`src/rtl/keypad_scan_debounce_pkg.sv`:
```
// Key codes, frame observation type and the (row,col) -> key code map shared by
// the keypad scanner and its debouncer.
package keypad_pkg;

    localparam logic [3:0] KEY_0     = 4'h0;
    localparam logic [3:0] KEY_1     = 4'h1;
    localparam logic [3:0] KEY_2     = 4'h2;
    localparam logic [3:0] KEY_3     = 4'h3;
    localparam logic [3:0] KEY_4     = 4'h4;
    localparam logic [3:0] KEY_5     = 4'h5;
    localparam logic [3:0] KEY_6     = 4'h6;
    localparam logic [3:0] KEY_7     = 4'h7;
    localparam logic [3:0] KEY_8     = 4'h8;
    localparam logic [3:0] KEY_9     = 4'h9;
    localparam logic [3:0] KEY_A     = 4'hA;
    localparam logic [3:0] KEY_B     = 4'hB;
    localparam logic [3:0] KEY_C     = 4'hC;
    localparam logic [3:0] KEY_D     = 4'hD;
    localparam logic [3:0] KEY_STAR  = 4'hE;
    localparam logic [3:0] KEY_SHARP = 4'hF;

    // "No key" is hit=0; code is then don't-care, so every 4-bit code stays usable.
    typedef struct packed {
        logic       hit;
        logic [3:0] code;
    } key_obs_t;

    localparam key_obs_t KEY_NONE = '{hit: 1'b0, code: KEY_0};

    function automatic logic obs_same(input key_obs_t a, input key_obs_t b);
        return (a.hit == b.hit) && (!a.hit || (a.code == b.code));
    endfunction

    function automatic logic [3:0] key_lookup(input logic [1:0] row, input logic [1:0] col);
        logic [3:0] code;
        case ({row, col})
            4'b00_00: code = KEY_1;
            4'b00_01: code = KEY_2;
            4'b00_10: code = KEY_3;
            4'b00_11: code = KEY_A;
            4'b01_00: code = KEY_4;
            4'b01_01: code = KEY_5;
            4'b01_10: code = KEY_6;
            4'b01_11: code = KEY_B;
            4'b10_00: code = KEY_7;
            4'b10_01: code = KEY_8;
            4'b10_10: code = KEY_9;
            4'b10_11: code = KEY_C;
            4'b11_00: code = KEY_STAR;
            4'b11_01: code = KEY_0;
            4'b11_10: code = KEY_SHARP;
            default:  code = KEY_D;
        endcase
        return code;
    endfunction

endpackage

```
`src/rtl/keypad_scan_debounce_debounce.sv`:
```
// Frame-level debouncer: a candidate observation must repeat for DEBOUNCE_FRAMES
// consecutive frames before it replaces the accepted key state.
module keypad_debounce
    import keypad_pkg::*;
#(
    parameter int DEBOUNCE_FRAMES = 4
) (
    input  logic       clk,
    input  logic       rst,
    input  logic       frame_done_i,
    input  logic       obs_hit_i,
    input  logic [3:0] obs_code_i,
    output logic [3:0] key_code_o,
    output logic       key_valid_o,
    output logic       key_press_o,
    output logic       key_star_rise_o,
    output logic       key_sharp_rise_o
);

    localparam int CNT_W = $clog2(DEBOUNCE_FRAMES + 1);
    localparam logic [CNT_W-1:0] CNT_MAX = CNT_W'(DEBOUNCE_FRAMES);

    key_obs_t         obs;
    key_obs_t         cand_q, cand_d;
    logic [CNT_W-1:0] cnt_q, cnt_d;
    logic [3:0]       code_q, code_d;
    logic             valid_q, valid_d;
    logic             press_q, press_d;
    logic             star_q, star_d;
    logic             sharp_q, sharp_d;

    assign obs = '{hit: obs_hit_i, code: obs_code_i};

    always_comb begin
        cand_d  = cand_q;
        cnt_d   = cnt_q;
        code_d  = code_q;
        valid_d = valid_q;
        press_d = 1'b0;
        star_d  = 1'b0;
        sharp_d = 1'b0;
        if (frame_done_i) begin
            if (obs_same(obs, cand_q)) begin
                // Saturate so a long hold can never wrap into a fresh acceptance.
                if (cnt_q != CNT_MAX) cnt_d = cnt_q + CNT_W'(1);
            end else begin
                cand_d = obs;
                cnt_d  = CNT_W'(1);
            end
            if (cnt_d == CNT_MAX) begin
                if (cand_d.hit && (!valid_q || (cand_d.code != code_q))) begin
                    valid_d = 1'b1;
                    code_d  = cand_d.code;
                    press_d = 1'b1;
                    star_d  = (cand_d.code == KEY_STAR);
                    sharp_d = (cand_d.code == KEY_SHARP);
                end else if (!cand_d.hit && valid_q) begin
                    valid_d = 1'b0;
                end
            end
        end
    end

    always_ff @(posedge clk or negedge rst) begin
        if (!rst) begin
            cand_q  <= KEY_NONE;
            cnt_q   <= '0;
            code_q  <= KEY_0;
            valid_q <= 1'b0;
            press_q <= 1'b0;
            star_q  <= 1'b0;
            sharp_q <= 1'b0;
        end else begin
            cand_q  <= cand_d;
            cnt_q   <= cnt_d;
            code_q  <= code_d;
            valid_q <= valid_d;
            press_q <= press_d;
            star_q  <= star_d;
            sharp_q <= sharp_d;
        end
    end

    assign key_code_o       = code_q;
    assign key_valid_o      = valid_q;
    assign key_press_o      = press_q;
    assign key_star_rise_o  = star_q;
    assign key_sharp_rise_o = sharp_q;

endmodule

```
`src/rtl/keypad_scan_debounce.sv`:
```
// 4x4 keypad scanner: walks the active-low column drive, synchronises the rows and
// builds one observation per scan frame for the debouncer.
module keypad_scan_debounce
    import keypad_pkg::*;
#(
    parameter int SCAN_TICKS      = 2,
    parameter int DEBOUNCE_FRAMES = 4
) (
    input  logic       clk,
    input  logic       rst,
    input  logic [3:0] key_row,
    output logic [3:0] key_col,
    output logic [3:0] key_code,
    output logic       key_valid,
    output logic       key_press,
    output logic       key_star_rise,
    output logic       key_sharp_rise
);

    localparam int TICK_W = (SCAN_TICKS > 1) ? $clog2(SCAN_TICKS) : 1;
    localparam logic [TICK_W-1:0] TICK_LAST = TICK_W'(SCAN_TICKS - 1);

    logic [3:0]        row_s1_q, row_s2_q;
    logic [1:0]        col_q, col_d;
    logic [TICK_W-1:0] tick_q, tick_d;
    logic [3:0]        key_col_q;
    logic [1:0]        p1_col_q, p2_col_q;
    logic              p1_smp_q, p2_smp_q;
    logic              acc_hit_q, acc_hit_d;
    logic [3:0]        acc_code_q, acc_code_d;
    logic              row_any;
    logic [1:0]        row_idx;
    logic              frame_done;
    logic              obs_hit;
    logic [3:0]        obs_code;

    always_comb begin
        tick_d = tick_q + TICK_W'(1);
        col_d  = col_q;
        if (tick_q == TICK_LAST) begin
            tick_d = '0;
            col_d  = col_q + 2'd1;
        end
    end

    // Lowest-numbered low row wins inside a column.
    always_comb begin
        row_any = ~&row_s2_q;
        if (!row_s2_q[0])      row_idx = 2'd0;
        else if (!row_s2_q[1]) row_idx = 2'd1;
        else if (!row_s2_q[2]) row_idx = 2'd2;
        else                   row_idx = 2'd3;
    end

    // The p2_* pipeline names the column whose last-tick rows are now leaving the
    // synchroniser, so each sample is credited to the column that produced it.
    always_comb begin
        acc_hit_d  = acc_hit_q;
        acc_code_d = acc_code_q;
        frame_done = 1'b0;
        obs_hit    = acc_hit_q;
        obs_code   = acc_code_q;
        if (p2_smp_q) begin
            if (!acc_hit_q && row_any) begin
                acc_hit_d  = 1'b1;
                acc_code_d = key_lookup(row_idx, p2_col_q);
            end
            if (p2_col_q == 2'd3) begin
                frame_done = 1'b1;
                obs_hit    = acc_hit_d;
                obs_code   = acc_code_d;
                acc_hit_d  = 1'b0;
                acc_code_d = KEY_0;
            end
        end
    end

    always_ff @(posedge clk or negedge rst) begin
        if (!rst) begin
            row_s1_q   <= 4'hF;
            row_s2_q   <= 4'hF;
            col_q      <= 2'd0;
            tick_q     <= '0;
            key_col_q  <= 4'b1110;
            p1_col_q   <= 2'd0;
            p2_col_q   <= 2'd0;
            p1_smp_q   <= 1'b0;
            p2_smp_q   <= 1'b0;
            acc_hit_q  <= 1'b0;
            acc_code_q <= KEY_0;
        end else begin
            row_s1_q   <= key_row;
            row_s2_q   <= row_s1_q;
            col_q      <= col_d;
            tick_q     <= tick_d;
            key_col_q  <= ~(4'b0001 << col_d);
            p1_col_q   <= col_q;
            p2_col_q   <= p1_col_q;
            p1_smp_q   <= (tick_q == TICK_LAST);
            p2_smp_q   <= p1_smp_q;
            acc_hit_q  <= acc_hit_d;
            acc_code_q <= acc_code_d;
        end
    end

    assign key_col = key_col_q;

    keypad_debounce #(
        .DEBOUNCE_FRAMES(DEBOUNCE_FRAMES)
    ) u_debounce (
        .clk              (clk),
        .rst              (rst),
        .frame_done_i     (frame_done),
        .obs_hit_i        (obs_hit),
        .obs_code_i       (obs_code),
        .key_code_o       (key_code),
        .key_valid_o      (key_valid),
        .key_press_o      (key_press),
        .key_star_rise_o  (key_star_rise),
        .key_sharp_rise_o (key_sharp_rise)
    );

endmodule
```
`config.mk`:
```
export PLATFORM = sky130hd
export DESIGN_NAME = keypad_scan_debounce
export DESIGN_NICKNAME = d
export VERILOG_FILES = /design/src/rtl/keypad_scan_debounce_pkg.sv /design/src/rtl/keypad_scan_debounce_debounce.sv /design/src/rtl/keypad_scan_debounce.sv
export SDC_FILE = /design/constraint.sdc
export NUM_CORES = 1
export LEC_CHECK = 0
export ABC_CLOCK_PERIOD_IN_PS = 5870
export BUFFER_PORTS_ARGS = -buffer_cell sky130_fd_sc_hd__buf_2
export CORE_MARGIN = 2
export CORE_UTILIZATION = 60
export DETAILED_ROUTE_END_ITERATION = 16
export PLACE_DENSITY = 0.8
export SLEW_MARGIN = 10
export SYNTH_ARGS = -nofsm -noshare
export SYNTH_HDL_FRONTEND = slang
export SYNTH_SLANG_ARGS = --single-unit
export TNS_END_PERCENT = 30
```
`constraint.sdc`:
```
create_clock -name clk -period 5.87 [get_ports clk]
set_input_delay 0.587 -clock clk [delete_from_list [all_inputs] [get_ports clk]]
set_output_delay 0.587 -clock clk [all_outputs]
set_load 0.01 [all_outputs]
```
-- Word-level counts from Yosys, hierarchy flattened
Memories as Yosys holds them, arrays and structs flattened.
Cells that the tools add are included.
W data, S select, Z words.
- flip-flop bits (word level): 42
- bits in read-only memories: 64
- input port bits: 6
- output and inout bits: 12
- word-level logic and storage cells: 79
- memories: 1
- memories (name ; words ; bits a word ; read ports ; clocked after memory_dff ; write ports ; line ; RTL):
    (name not given) ; 16 ; 4 ; 1 ; 0 ; 0 ; keypad_scan_debounce_pkg.sv:36 ; case ({row, col})
- $add $sub $neg: 3
- eq/ne operators: 8
- shift-type cells: 1
- mux-type cells: 31
- bitwise operators: 1
- reductions and logical operators: 15
- operators with widths (operator ; count):
    $mux W1 ; 19
    $mux W4 ; 4
    $mux W5 ; 2
    $mux W3 ; 3
    $eq A4 B4 Y1 const B ; 2
    $mux W2 ; 3
    $reduce_and A3 Y1 ; 2
    $logic_not A1 Y1 ; 5
    $eq A4 B4 Y1 ; 1
    $logic_and A1 B1 Y1 ; 4
    $ne A4 B4 Y1 ; 1
    $not A4 Y4 ; 1
    $reduce_and A4 Y1 ; 1
    $shl A1 B2 Y4 const A ; 1
    $add A3 B1 Y3 const B ; 1
    $eq A3 B3 Y1 const B ; 1
    $ne A3 B3 Y1 const B ; 1
    $add A2 B1 Y2 const B ; 1
    $eq A2 B2 Y1 const B ; 1
    $logic_or A1 B1 Y1 ; 2
    $reduce_bool A2 Y1 ; 1
    $add A1 B1 Y1 const B ; 1
    $eq A1 B1 Y1 ; 1

-- Logic depth before layout (Yosys ltp)
Gate-level depths: netlist of run 1.
An unclocked memory read counts as a cell.
- word-level depth: 18
- mapped depth: 10
- gate-level depth less buffers: 10

-- Hierarchy
Synthesis of run 1 repeated with hierarchy kept, for this count alone.
- cell total of the unflattened synthesis: 192
- area total of the unflattened synthesis: 2107.0 sq um
- by module, submodules not included (module ; instances ; cells each ; area each (sq um) ; sequential area each (sq um)):
    keypad_scan_debounce ; 1 ; 87 ; 1092.3 ; 664.4
    keypad_debounce ; 1 ; 105 ; 1014.7 ; 400.4

-- Worst setup path after synthesis of run 1
OpenSTA, ideal clock, no wires.
- path type: register to register
- start: register p2_col_q[0]
- end: register u_debounce.code_q[0], in the netlist u_debounce.key_code_o[0]
- library setup time: 0.125 ns
- data arrival time: 2.498 ns
- required time: 5.745 ns
- path slack: 3.247 ns
- stages on the path, launching flop included: 9
- buffers on the path: 0
- clock period less this slack: 2.623 ns
- cell sequence: dfrtp_1 -> inv_1 -> ha_1 -> mux2_4 -> a2bb2oi_2 -> and3_1 -> a2111o_1 -> nor4_4 -> mux2_2
- longest elaborated chain between the ends: 13
- elaborated cells between the ends (all ways): 23
- classes of those cells: eq/ne: 5; mux: 11; reduce/logical: 6; memory: 1
- ends and longest elaborated chain (element ; line ; RTL):
    from (decl) ; keypad_scan_debounce.sv:27 ; logic [1:0] p1_col_q, p2_col_q;
    from (signal assigned) ; keypad_scan_debounce.sv:98 ; p2_col_q <= p1_col_q;
    $mem_v2 Z16 W4 ; - ;
    $mux W4 ; keypad_scan_debounce.sv:64 ; if (!acc_hit_q && row_any) begin
    $mux W4 ; keypad_scan_debounce.sv:68 ; if (p2_col_q == 2'd3) begin
    $mux W4 ; keypad_scan_debounce.sv:63 ; if (p2_smp_q) begin
    $eq A4 B4 Y1 ; keypad_scan_debounce_pkg.sv:31 ; return (a.hit == b.hit) && (!a.hit || (a.code == b.code));
    $logic_or A1 B1 Y1 ; keypad_scan_debounce_pkg.sv:31 ;
    $logic_and A1 B1 Y1 ; keypad_scan_debounce_pkg.sv:31 ;
    $mux W5 ; keypad_scan_debounce_debounce.sv:43 ; if (obs_same(obs, cand_q)) begin
    $mux W5 ; keypad_scan_debounce_debounce.sv:42 ; if (frame_done_i) begin
    $ne A4 B4 Y1 ; keypad_scan_debounce_debounce.sv:51 ; if (cand_d.hit && (!valid_q || (cand_d.code != code_q))) begin
    $logic_or A1 B1 Y1 ; keypad_scan_debounce_debounce.sv:51 ;
    $logic_and A1 B1 Y1 ; keypad_scan_debounce_debounce.sv:51 ;
    $reduce_and A3 Y1 (no source line) ; - ;
    to (signal assigned) ; keypad_scan_debounce_debounce.sv:76 ; code_q <= code_d;
    to (decl) ; keypad_scan_debounce_debounce.sv:26 ; logic [3:0] code_q, code_d;
Several ways; a longest one is shown, not always the timed one. The select of a mux whose other input is x is not followed.
A chain may end at the register's enable or synchronous reset.

-- Worst setup path after layout of run 1
- start: register p2_col_q[0]
- end: register u_debounce.sharp_q, in the netlist u_debounce.key_sharp_rise_o
- longest elaborated chain between the ends: 15
- elaborated cells between the ends (all ways): 26
- classes of those cells: eq/ne: 6; mux: 14; reduce/logical: 5; memory: 1
- ends and longest elaborated chain (element ; line ; RTL):
    $mem_v2 Z16 W4 ; - ;
    $mux W4 ; keypad_scan_debounce.sv:64 ;
    $mux W4 ; keypad_scan_debounce.sv:68 ;
    $mux W4 ; keypad_scan_debounce.sv:63 ;
    $eq A4 B4 Y1 ; keypad_scan_debounce_pkg.sv:31 ;
    $logic_or A1 B1 Y1 ; keypad_scan_debounce_pkg.sv:31 ;
    $logic_and A1 B1 Y1 ; keypad_scan_debounce_pkg.sv:31 ;
    $mux W5 ; keypad_scan_debounce_debounce.sv:43 ;
    $mux W5 ; keypad_scan_debounce_debounce.sv:42 ;
    $ne A4 B4 Y1 ; keypad_scan_debounce_debounce.sv:51 ;
    $logic_or A1 B1 Y1 ; keypad_scan_debounce_debounce.sv:51 ;
    $logic_and A1 B1 Y1 ; keypad_scan_debounce_debounce.sv:51 ;
    $mux W1 ; keypad_scan_debounce_debounce.sv:51 ;
    $mux W1 ; keypad_scan_debounce_debounce.sv:50 ; if (cnt_d == CNT_MAX) begin
    $mux W1 (*) ; keypad_scan_debounce_debounce.sv:42 ;
    net u_debounce.sharp_d ; keypad_scan_debounce_debounce.sv:30 ; logic sharp_q, sharp_d;
    to (signal assigned) ; keypad_scan_debounce_debounce.sv:80 ; sharp_q <= sharp_d;
    to (decl) ; keypad_scan_debounce_debounce.sv:30 ;
The timed path passes the listed nets; every way through them passes the cells marked *. The select of a mux whose other input is x is not followed.

==> results of run 1 <==
-- state kept, by name, summed over array words and instances (netlist names) --
signal and flops:
u_debounce.cand_q 5, acc_code_q 4, key_col 4, row_s1_q 4, row_s2_q 4, u_debounce.key_code_o 4, u_debounce.cnt_q 3, col_q 2
p1_col_q 2, p2_col_q 2, acc_hit_q 1, p1_smp_q 1, p2_smp_q 1, tick_q 1, u_debounce.key_press_o 1, u_debounce.key_sharp_rise_o 1
u_debounce.key_star_rise_o 1, u_debounce.key_valid_o 1
-- critical path, cell delays in order (launching register included) --
cell and delay (ns):
dfrtp_1 0.49, ha_1 0.35, nand3b_1 0.22, a211oi_1 0.47, mux2i_1 0.26, nand3_1 0.16
nor4_4 0.46, o41ai_2 0.20, nor3_1 0.24
-- power by group through the flow --
stage	Sequential [mW]	Clock (mW)	Combinational, mW
after floorplan	0.334	0	0.0767
after global placement	0.337	0	0.0980
after detailed placement	0.337	0	0.104
after CTS	0.332	0.170	0.104
after global routing	0.336	0.183	0.116
final	0.333	0.164	0.104
-- layout make-up --
type	count	share of cell area, %
Clock buffer	7	2.92
Clock inverter	1	0.275
Inverter	15	2.48
Multi-Input combinational cell	133	41.2
Sequential cell	42	46.9
Tap cell	46	2.53
Timing Repair Buffer	17	3.74
-- cell usage in the layout (no fill, tap or decap), types with 2 or more instances in the layout --
master,instances
nand3b_1,3
o21ai_1,2
inv_1,15
nand2_1,12
or2_2,2
mux2_2,2
mux2i_1,5
nor3_1,5
nor2b_1,4
buf_2,17
clkbuf_4,5
xor2_1,3
o22ai_1,4
nand3_1,6
o31a_1,2
dfrtp_1,31
nor2_1,10
nand2b_1,6
a211oi_1,3
dfstp_2,11
o211ai_1,3
xnor2_1,5
ha_1,7
o21ai_0,8
a21oi_1,15
-- stage by stage --
stage          hold WS (ns)  instance area, um2  util, %
2_1_floorplan         0.291                2120        -
3_3_place_gp          0.334                2200     65.4
3_5_place_dp          0.335                2200     65.4
4_1_cts               0.308                2270     67.6
5_1_grt               0.307                2270     67.6
6_report              0.329                2270     67.6
-- worst paths after layout --
check                                              endpoint
worst min register to register                  p2_col_q[0]
max in group asynchronous                          col_q[1]
worst min-delay path                            row_s1_q[2]
worst max register to register  u_debounce.key_sharp_rise_o
min in group asynchronous                     acc_code_q[0]
worst max-delay path            u_debounce.key_sharp_rise_o
-- routing by layer --
| layer | share of wire (%) | track usage (%) | wire, um |
|---|---|---|---|
| met1 | 43 | 27.0 | 1660 |
| met3 | 5.3 | 5.54 | 207 |
| met2 | 49 | 34.2 | 1890 |
| met4 | 3.4 | 13.3 | 133 |
| met5 | 0 | 0 | 0 |
-- kinds of logic after synthesis --
logic type,count (synthesis)
and+or+nand+nor,59
AOI/OAI and AO/OA,51
buffers and inverters,23
adders and majority gates,7
xor gates and xnor gates,8
DFF,42
muxes,8
-- cells in the mapped netlist (all sizes together), types with 2 or more instances --
master / instances / area [um2]
a21oi: 15 / 75.1
buf: 6 / 51.3
nand2: 12 / 45.0
or2: 2 / 12.5
o211ai: 3 / 22.5
mux2: 3 / 37.5
o31a: 2 / 17.5
nor3: 5 / 25.0
xnor2: 5 / 43.8
a211oi: 3 / 22.5
o22ai: 5 / 37.5
nor2: 11 / 43.8
dfstp: 11 / 289
ha: 7 / 87.6
inv: 15 / 56.3
xor2: 3 / 26.3
nor2b: 4 / 25.0
nand3: 6 / 30.0
clkbuf: 2 / 7.51
nand2b: 6 / 37.5
nand3b: 3 / 22.5
o21ai: 11 / 58.8
dfrtp: 31 / 776
mux2i: 5 / 50.1
==> results.tsv, run 1 <==
stage	metric	value	unit
run_status	status	complete, no violations	
critical_path	rrSetupSlack	2.93	ns
power	p_clk_share	27.3	%
critical_path	crit_path_end_kind	flop	
global_routing	grt_max_degree	43	
timing	fmax	0.340	GHz
place	port_buffers	17	
floorplanning	die-area	4020	um2
clocking	htree_levels	2	
critical_path	crit_path_start	p2_col_q[0]	
global_routing	grt_antenna_before_repair	0	
detailed_routing	via_count	1503	
floorplanning	die_x	63.4	um
place	dp_cells	253	
detailed_routing	wl_per_cell	14.9	um
timing	fin_ws	2.93	ns
yosys	async_flop_share	100	%
yosys	syn_inst	198	
power	p_sw_share	28.5	%
clocking	post_cts_resized	0	
detailed_routing	drtIter0Drc	116	
clocking	cts_tree	done	
clocking	clk_latency	0.35	ns
critical_path	cp.required	6.13	ns
power	sequentialPowerShare	55.4	%
finish	n_antenna_cell	0	
timing	slew_violations	0	
clocking	root_buffer	clkbuf_4	
yosys	ys_seq_elements	42	
clocking	post_cts_buffers	0	
timing	hold_violations	0	
timing	relSlewSlack	41.5	%
detailed_routing	drt-pass1-iter-count	4	
timing	rsz0062_at_grt	no	
critical_path	worst-path-max-fanout	8	
finish	num-nets-final	227	
critical_path	startpoint_type	flop	
finish	drive_gt1_share	22.8	%
finish	syn_to_final_growth	7.39	%
floorplanning	die_y	63.4	um
floorplanning	core_area	3360	um2
yosys	synthAdderAreaFrac	4.14	%
global_routing	overflow	0	
min_path	hp-class	input pin to flop	
yosys	synth_edf_count	0	
global_routing	grt_usage	21.8	%
min_path	min_from	key_row[2]	
global_routing	grt_pass1_wl	6.71	mm
job	cap_violations	0	
timing	tightest_slew	0.877	ns
clocking	numCtsBuffers	5	
timing	finalCriticalPeriod	2.94	ns
min_path	whs_path_depth	1	
yosys	synthSimpleGateAreaFrac	15.7	%
floorplanning	fp-row-count	21	
yosys	synth_top_family_by_area	compound AO/OA/AOI/OAI gates	
clocking	ctsHoldBuffers	0	
clocking	clkTransAtPathRegs	0.12	ns
floorplanning	ioPinCount	18	
power	power	0.600	mW
power	power_switching	0.171	mW
detailed_routing	drtAntennaViolNets	0	
critical_path	cp.arrival	3.20	ns
critical_path	path_class	flop to flop	
detailed_routing	vias_per_cell	5.76	
finish	multiInputGateArea	936	um2
yosys	postSynthAreaPerCell	10.7	um2
timing	fin_skew	0.00866	ns
yosys	synthXorXnorAreaFrac	3.31	%
clocking	clock_path_buffers	2	
timing	finalSetupViolCount	0	
finish	fillers	276	
power	p_leak	1.04	nW
yosys	ys_warn_count	0	
critical_path	reg2reg_depth	8	
yosys	ys_types	53	
place	place_congestion	0.835	
yosys	synthMuxAreaShare	4.14	%
clocking	clock-sinks	42	
power	peakVddDrop	0.187	mV
yosys	synth_area	2120	um2
place	place_ws	2.94	ns
timing	totalNegativeSetupSlack	0	ns
global_routing	grt_pass1_vias	1497	
power	intPower	0.429	mW
yosys	ys_seq_area_share	50.3	%
yosys	synth_ff_type	dfrtp_1	
floorplanning	start_util	62.9	%
detailed_routing	totalWireLength	3.89	mm
detailed_routing	drcViolationCount	0	
critical_path	reg2reg_from	p2_col_q[0]	
yosys	syn_nets	211	
power	p_per_area	264	nW/um2
timing	fin_crit_sh	50.1	%
place	dp_hpwl	2.88	mm
power	p_comb_share	17.3	%
finish	instances_no_fill	261	
yosys	synth-compound-area-share	16.9	%
finish	register_area	1060	um2
Power figures use the tool's default switching activity.
==> run 2, diff against run 1 <==
Settings changed: ABC_CLOCK_PERIOD_IN_PS 5870 to 2800, CORE_UTILIZATION 60 to 59, PLACE_DENSITY 0.8 to 0.79.
Clock period 5.87 ns to 2.8 ns, I/O delays scaled along.
==> run 2 against run 1 <==
Final cell count rose by 4.2%. Hold slack lost 0.30 ns. Sequential share of layout area is 2.1 points lower. First-iteration DRC count down 21%. Via count grew 2.6%. Combinational power increased by 130%. Flip-flop and latch count is the same. Setup slack lost 2.7 ns. Wire length up 3.7%. Clock power rose by 71%. Non-clock buffer count grew 11. Register-to-register slack got worse by 2.7 ns.
==> results.tsv, run 2 (synthesis results as in run 1) <==
stage	metric	value	unit
floorplanning	die_y	63.9	um
global_routing	grt_pass1_vias	1516	
timing	hold_violations	0	
finish	largest_register_ffs	5	
critical_path	crit_path_end_kind	flop	
critical_path	rrSetupSlack	0.20	ns
timing	slew_violations	0	
critical_path	path_class	flop to flop	
floorplanning	core_area	3390	um2
finish	num-nets-final	238	
critical_path	startpoint_type	flop	
finish	regMostFlops	u_debounce.cand_q	
finish	layout_common_cells	dfrtp_1 (30), buf_2 (17), inv_1 (15), a21oi_1 (15), nand2_1 (12)	
critical_path	worst-path-max-fanout	8	
clocking	clkTransAtPathRegs	0.11	ns
finish	n_antenna_cell	0	
timing	finalCriticalPeriod	2.60	ns
critical_path	slowest_stage	dfrtp_2	
place	port_buffers	17	
detailed_routing	drt-pass1-iter-count	4	
detailed_routing	drtAntennaViolNets	0	
power	peakVddDrop	0.374	mV
timing	relSlewSlack	43.5	%
floorplanning	start_util	62.4	%
global_routing	grt_usage	22.1	%
clocking	htree_levels	2	
global_routing	grt_pass1_wl	6.91	mm
finish	fin_util	70.2	%
global_routing	grt_max_degree	43	
power	p_per_area	512	nW/um2
place	dp_cells	259	
critical_path	r2r-end	u_debounce.key_star_rise_o	
clocking	clock_path_buffers	2	
detailed_routing	wl_per_cell	14.8	um
job	cap_violations	0	
timing	finalSetupViolCount	0	
finish	drive_gt1_share	26.5	%
critical_path	path_buf_inv	2	
critical_path	reg2reg_depth	10	
floorplanning	fp-row-count	21	
clocking	numCtsBuffers	5	
run_status	status	complete, no violations	
floorplanning	die-area	4080	um2
critical_path	reg2reg_from	p2_col_q[0]	
detailed_routing	drtIter0Drc	92	
clocking	cts_tree	done	
timing	fin_crit_sh	92.8	%
global_routing	overflow	0	
timing	rsz0062_at_grt	no	
finish	instances_no_fill	272	
timing	hold_ws	0.0325	ns
detailed_routing	drcViolationCount	0	
critical_path	cp.required	3.06	ns
timing	fmax	0.385	GHz
place	dp_hpwl	3.02	mm
power	p_leak	1.08	nW
timing	totalNegativeSetupSlack	0	ns
detailed_routing	vias_per_cell	5.67	
floorplanning	ioPinCount	18	
global_routing	grt_antenna_before_repair	0	
detailed_routing	totalWireLength	4.04	mm
finish	syn_to_final_growth	12.5	%
timing	fin_skew	0.00625	ns
critical_path	path_cells	inv_1, ha_1, mux2_4, a2bb2oi_2, and3_1, a2111o_1, nor4_4, o41ai_2, buf_4, nor3_1	
critical_path	critical_path.top_delay_family	compound AO/OA/AOI/OAI gates	
critical_path	cp.arrival	2.86	ns
floorplanning	die_x	63.9	um
detailed_routing	via_count	1542	
place	place_congestion	0.905	
clocking	clock-sinks	42	
clocking	clk_latency	0.34	ns
critical_path	cpPeakStageDelay	0.45	ns
clocking	root_buffer	clkbuf_4	
timing	tightest_slew	0.848	ns
min_path	hp-class	input pin to asynchronous set/reset pin	
finish	final_common_cell	dfrtp_1	
-- run 2: cell type report --
class,count,area (um2)
repair buffers,28,178
well taps,46,57.6
multi-input cells,133,967
fillers,256,1010
clock buffers,6,41.3
inverters,15,56.3
clock inverters,2,13.8
flip-flops and latches,42,1070
-- run 2: layer usage --
layer,GRT usage (%),part of all wire (%)
met2,37.8,51
met3,5.46,4.5
met5,0,0
met4,6.52,1.1
met1,27.6,43
-- run 2: repair_timing --
action	4_1_cts	5_1_grt
resized for setup	1	5
hold buffers	0	4
buffers inserted	0	1
hold endpoints to repair	0	4
pin swaps	0	3
setup endpoints to repair	1	12
-- run 2: how the worst max path moves through the flow --
stage,startpoint,cells past startpoint,end
2_1_floorplan,p2_col_q[0],8,u_debounce.key_code_o[0]
3_3_place_gp,p2_col_q[0],9,u_debounce.key_valid_o
3_5_place_dp,p2_col_q[0],10,u_debounce.key_valid_o
4_1_cts,p2_col_q[0],10,u_debounce.key_valid_o
5_1_grt,p2_col_q[0],10,u_debounce.key_valid_o
6_report,p2_col_q[0],10,u_debounce.key_star_rise_o
-- run 2: power by group --
part | internal (mW) | switching (mW) | leakage [nW] | total (mW)
logic | 0.106 | 0.131 | 0.559 | 0.238
clock network | 0.0987 | 0.182 | 0.0322 | 0.281
registers | 0.653 | 0.0457 | 0.487 | 0.699
-- run 2: per-stage QoR --
stage | setup slack [ns] | power (mW) | area [um2]
after detailed placement | 0.0184 | 0.933 | 2240
after global routing | 0.000273 | 1.29 | 2380
after global placement | 0.126 | 0.915 | 2240
after floorplan | 0.177 | 0.861 | 2120
after CTS | 0.0680 | 1.22 | 2300
final | 0.200 | 1.22 | 2380
-- run 2: worst reg2reg max path: cells and delay by family (launching register included) --
family,cells,cell delay (ns)
adders and majority gates,1,0.29
DFF,1,0.45
buffers and inverters,2,0.25
and+or+nand+nor,3,0.59
AOI/OAI and AO/OA,3,0.68
muxes,1,0.27
==> run 3, diff against run 2 <==
Settings changed: CORE_UTILIZATION 59 to 58, PLACE_DENSITY 0.79 to 0.78, REMOVE_ABC_BUFFERS set to 1, SKIP_CTS_REPAIR_TIMING set to 1, SYNTH_HIERARCHICAL set to 1.
==> run 3 against run 2 <==
The flow now finishes with violations (negative hold slack, negative setup slack). Sequential share of layout area decreased by 7.6 points. Global-route usage increased by 2.3 points. Critical path depth increased by 3. Via count increased by 23%. Register-to-register slack got worse by 0.57 ns. Wire length increased by 45%. Synthesized cell count decreased by 3.0%. Highest routed layer unchanged. First-iteration DRC count increased by 79%. Maximum frequency decreased by 18%. Critical path type unchanged. Count of clock-buffer cells in the layout decreased by 1.
==> results.tsv, run 3 <==
stage	metric	value	unit
run_status	status	finished with violations	
run_status	violations	negative hold slack, negative setup slack	
yosys	yosys.area.top_type_share	36.8	%
clocking	clk_latency	0.40	ns
critical_path	startpoint_type	flop	
clocking	clkTransAtPathRegs	0.16	ns
critical_path	path_class	flop to flop	
timing	rsz0062_at_grt	yes	
yosys	ys_seq_area_share	50.5	%
finish	n_antenna_cell	0	
finish	instances_no_fill	309	
yosys	synth_ff_type	dfrtp_1	
min_path	hp-class	input pin to asynchronous set/reset pin	
place	port_buffers	17	
global_routing	grt_usage	24.4	%
clocking	cts_tree	done	
floorplanning	die-area	4130	um2
power	power	1.25	mW
timing	finalCriticalPeriod	3.17	ns
finish	drive_gt1_share	47.5	%
global_routing	grt_antenna_before_repair	0	
detailed_routing	drtAntennaViolNets	0	
critical_path	worst-path-max-fanout	4	
clocking	clock-sinks	42	
timing	hold_violations	13	
yosys	synth_area_leaders	dfrtp_1 (37%), dfstp_2 (14%), ha_1 (4.2%), a21oi_1 (3.6%), nand2_1 (3.4%)	
detailed_routing	drt-pass1-iter-count	5	
finish	final_common_cell	buf_4	
finish	syn_to_final_growth	36.2	%
clocking	numCtsBuffers	5	
power	peakVddDrop	0.451	mV
timing	fin_skew	0.0186	ns
floorplanning	core_area	3420	um2
yosys	synth_area	2110	um2
place	place_ws	-0.419	ns
yosys	postSynthAreaPerCell	11.0	um2
finish	num-nets-final	275	
critical_path	crit_path_end_kind	flop	
yosys	synth_edf_count	0	
detailed_routing	totalWireLength	5.84	mm
critical_path	cp.required	3.07	ns
yosys	ys_types	57	
floorplanning	fp-row-count	21	
finish	regMostFlops	u_debounce/cand_q	
clocking	clock_path_buffers	2	
global_routing	grt_max_degree	43	
detailed_routing	vias_per_cell	6.14	
global_routing	grt_pass1_wl	7.65	mm
job	cap_violations	0	
clocking	htree_levels	2	
yosys	synth_top_cell_by_area	dfrtp_1	
place	dp_hpwl	3.40	mm
place	dp_cells	290	
timing	tightest_slew	0.874	ns
power	p_per_area	437	nW/um2
detailed_routing	via_count	1898	
global_routing	overflow	0	
clocking	root_buffer	clkbuf_4	
timing	slew_violations	0	
yosys	synth.most_common_cell	dfrtp_1	
global_routing	grt_pass1_vias	1706	
yosys	syn_inst	192	
finish	fin_util	84.0	%
finish	fillers	183	
floorplanning	start_util	61.7	%
yosys	ys_seq_elements	42	
detailed_routing	drtIter0Drc	165	
yosys	ys_warn_count	6	
yosys	ys_top_cells_by_count	dfrtp_1 (31), nand2_1 (19), a21oi_1 (15), inv_1 (15), dfstp_2 (11)	
timing	hold_ws	-0.0394	ns
timing	relSlewSlack	41.8	%
floorplanning	die_y	64.3	um
floorplanning	die_x	64.3	um
timing	fin_ws	-0.368	ns
finish	largest_register_ffs	5	
place	place_congestion	0.883	
critical_path	cp.arrival	3.44	ns
detailed_routing	drcViolationCount	0	
timing	fin_crit_sh	113	%
finish	layout_common_cells	buf_4 (44), dfrtp_1 (30), nand2_1 (17), buf_2 (17), inv_1 (12)	
power	p_leak	1.32	nW
timing	fmax	0.316	GHz
floorplanning	ioPinCount	18	
detailed_routing	wl_per_cell	18.9	um
timing	finalSetupViolCount	8	
yosys	async_flop_share	100	%
[run 3: cell count changes after synthesis, moves of 3 or more]
cell      previous run  this run
a211oi_2             0         3
nand3_1              6         1
nor3_1               5         1
o31ai_1              0         3
nand2_1             12        19
nor2b_1              4         1
[run 3: layout make-up]
cell class	instances	area (um2)	share of cell area, %
Inverter	15	56.3	1.96
Sequential cell	42	1070	37.2
Clock inverter	3	28.8	1.00
Tap cell	46	57.6	2.01
Multi-Input combinational cell	131	1140	39.6
Clock buffer	5	37.5	1.31
Timing Repair Buffer	67	487	17.0
[run 3: layer usage]
metal | global-route usage (%) | vias up | share of wire (%)
met5 | 0 | - | 0
met4 | 10.4 | 0 | 4.1
met3 | 6.69 | 31 | 7.7
met2 | 41.7 | 116 | 50
met1 | 28.9 | 936 | 39
li1 | - | 815 | -
[run 3: stage by stage]
step,area [um2],setup TNS (ns)
after floorplan,2080,-3.20
after global placement,2520,-1.14
after detailed placement,2520,-1.78
after CTS,2580,-2.19
after global routing,2870,-3.16
final,2870,-1.89
[run 3: where the power goes]
group / leakage (nW) / internal [mW] / total, mW / switching [mW]
logic: 0.786 / 0.116 / 0.238 / 0.122
clock network: 0.0377 / 0.109 / 0.349 / 0.240
registers: 0.495 / 0.635 / 0.667 / 0.0321
[run 3: final timing paths]
kind / startpoint / end / slack [ns] / cells past startpoint
max in group asynchronous: rst / p2_col_q[0] / 2.23 / 1
setup / recovery: p2_col_q[1] / u_debounce/key_code_o[3] / -0.37 / 13
hold / removal: rst / acc_code_q[3] / -0.04 / 1
setup reg to reg: p2_col_q[1] / u_debounce/key_code_o[3] / -0.37 / 13
hold reg to reg: row_s1_q[1] / row_s2_q[1] / 0.35 / 0
min in group clk: row_s1_q[1] / row_s2_q[1] / 0.35 / 0
[run 3: worst max-delay path, stage by stage, from the launching register on]
cell	delay (ns)
dfrtp_1	0.43
buf_4	0.14
ha_1	0.19
nand2_1	0.11
inv_2	0.14
nand2_4	0.09
nand2_1	0.13
o21ai_4	0.09
xnor2_2	0.18
o2111ai_2	0.18
o31a_1	0.34
or4_4	0.47
a31oi_4	0.20
mux2_1	0.36
[run 3: cells by family after synthesis]
family | count (synthesis) | synth area share (%)
AO/OA/AOI/OAI | 52 | 18.9
XOR/XNOR | 9 | 4.10
adder cells (fa/ha/maj) | 7 | 4.16
buffers and inverters | 19 | 3.92
flip-flops | 42 | 50.5
multiplexers | 10 | 5.11
AND/OR/NAND/NOR | 53 | 13.2
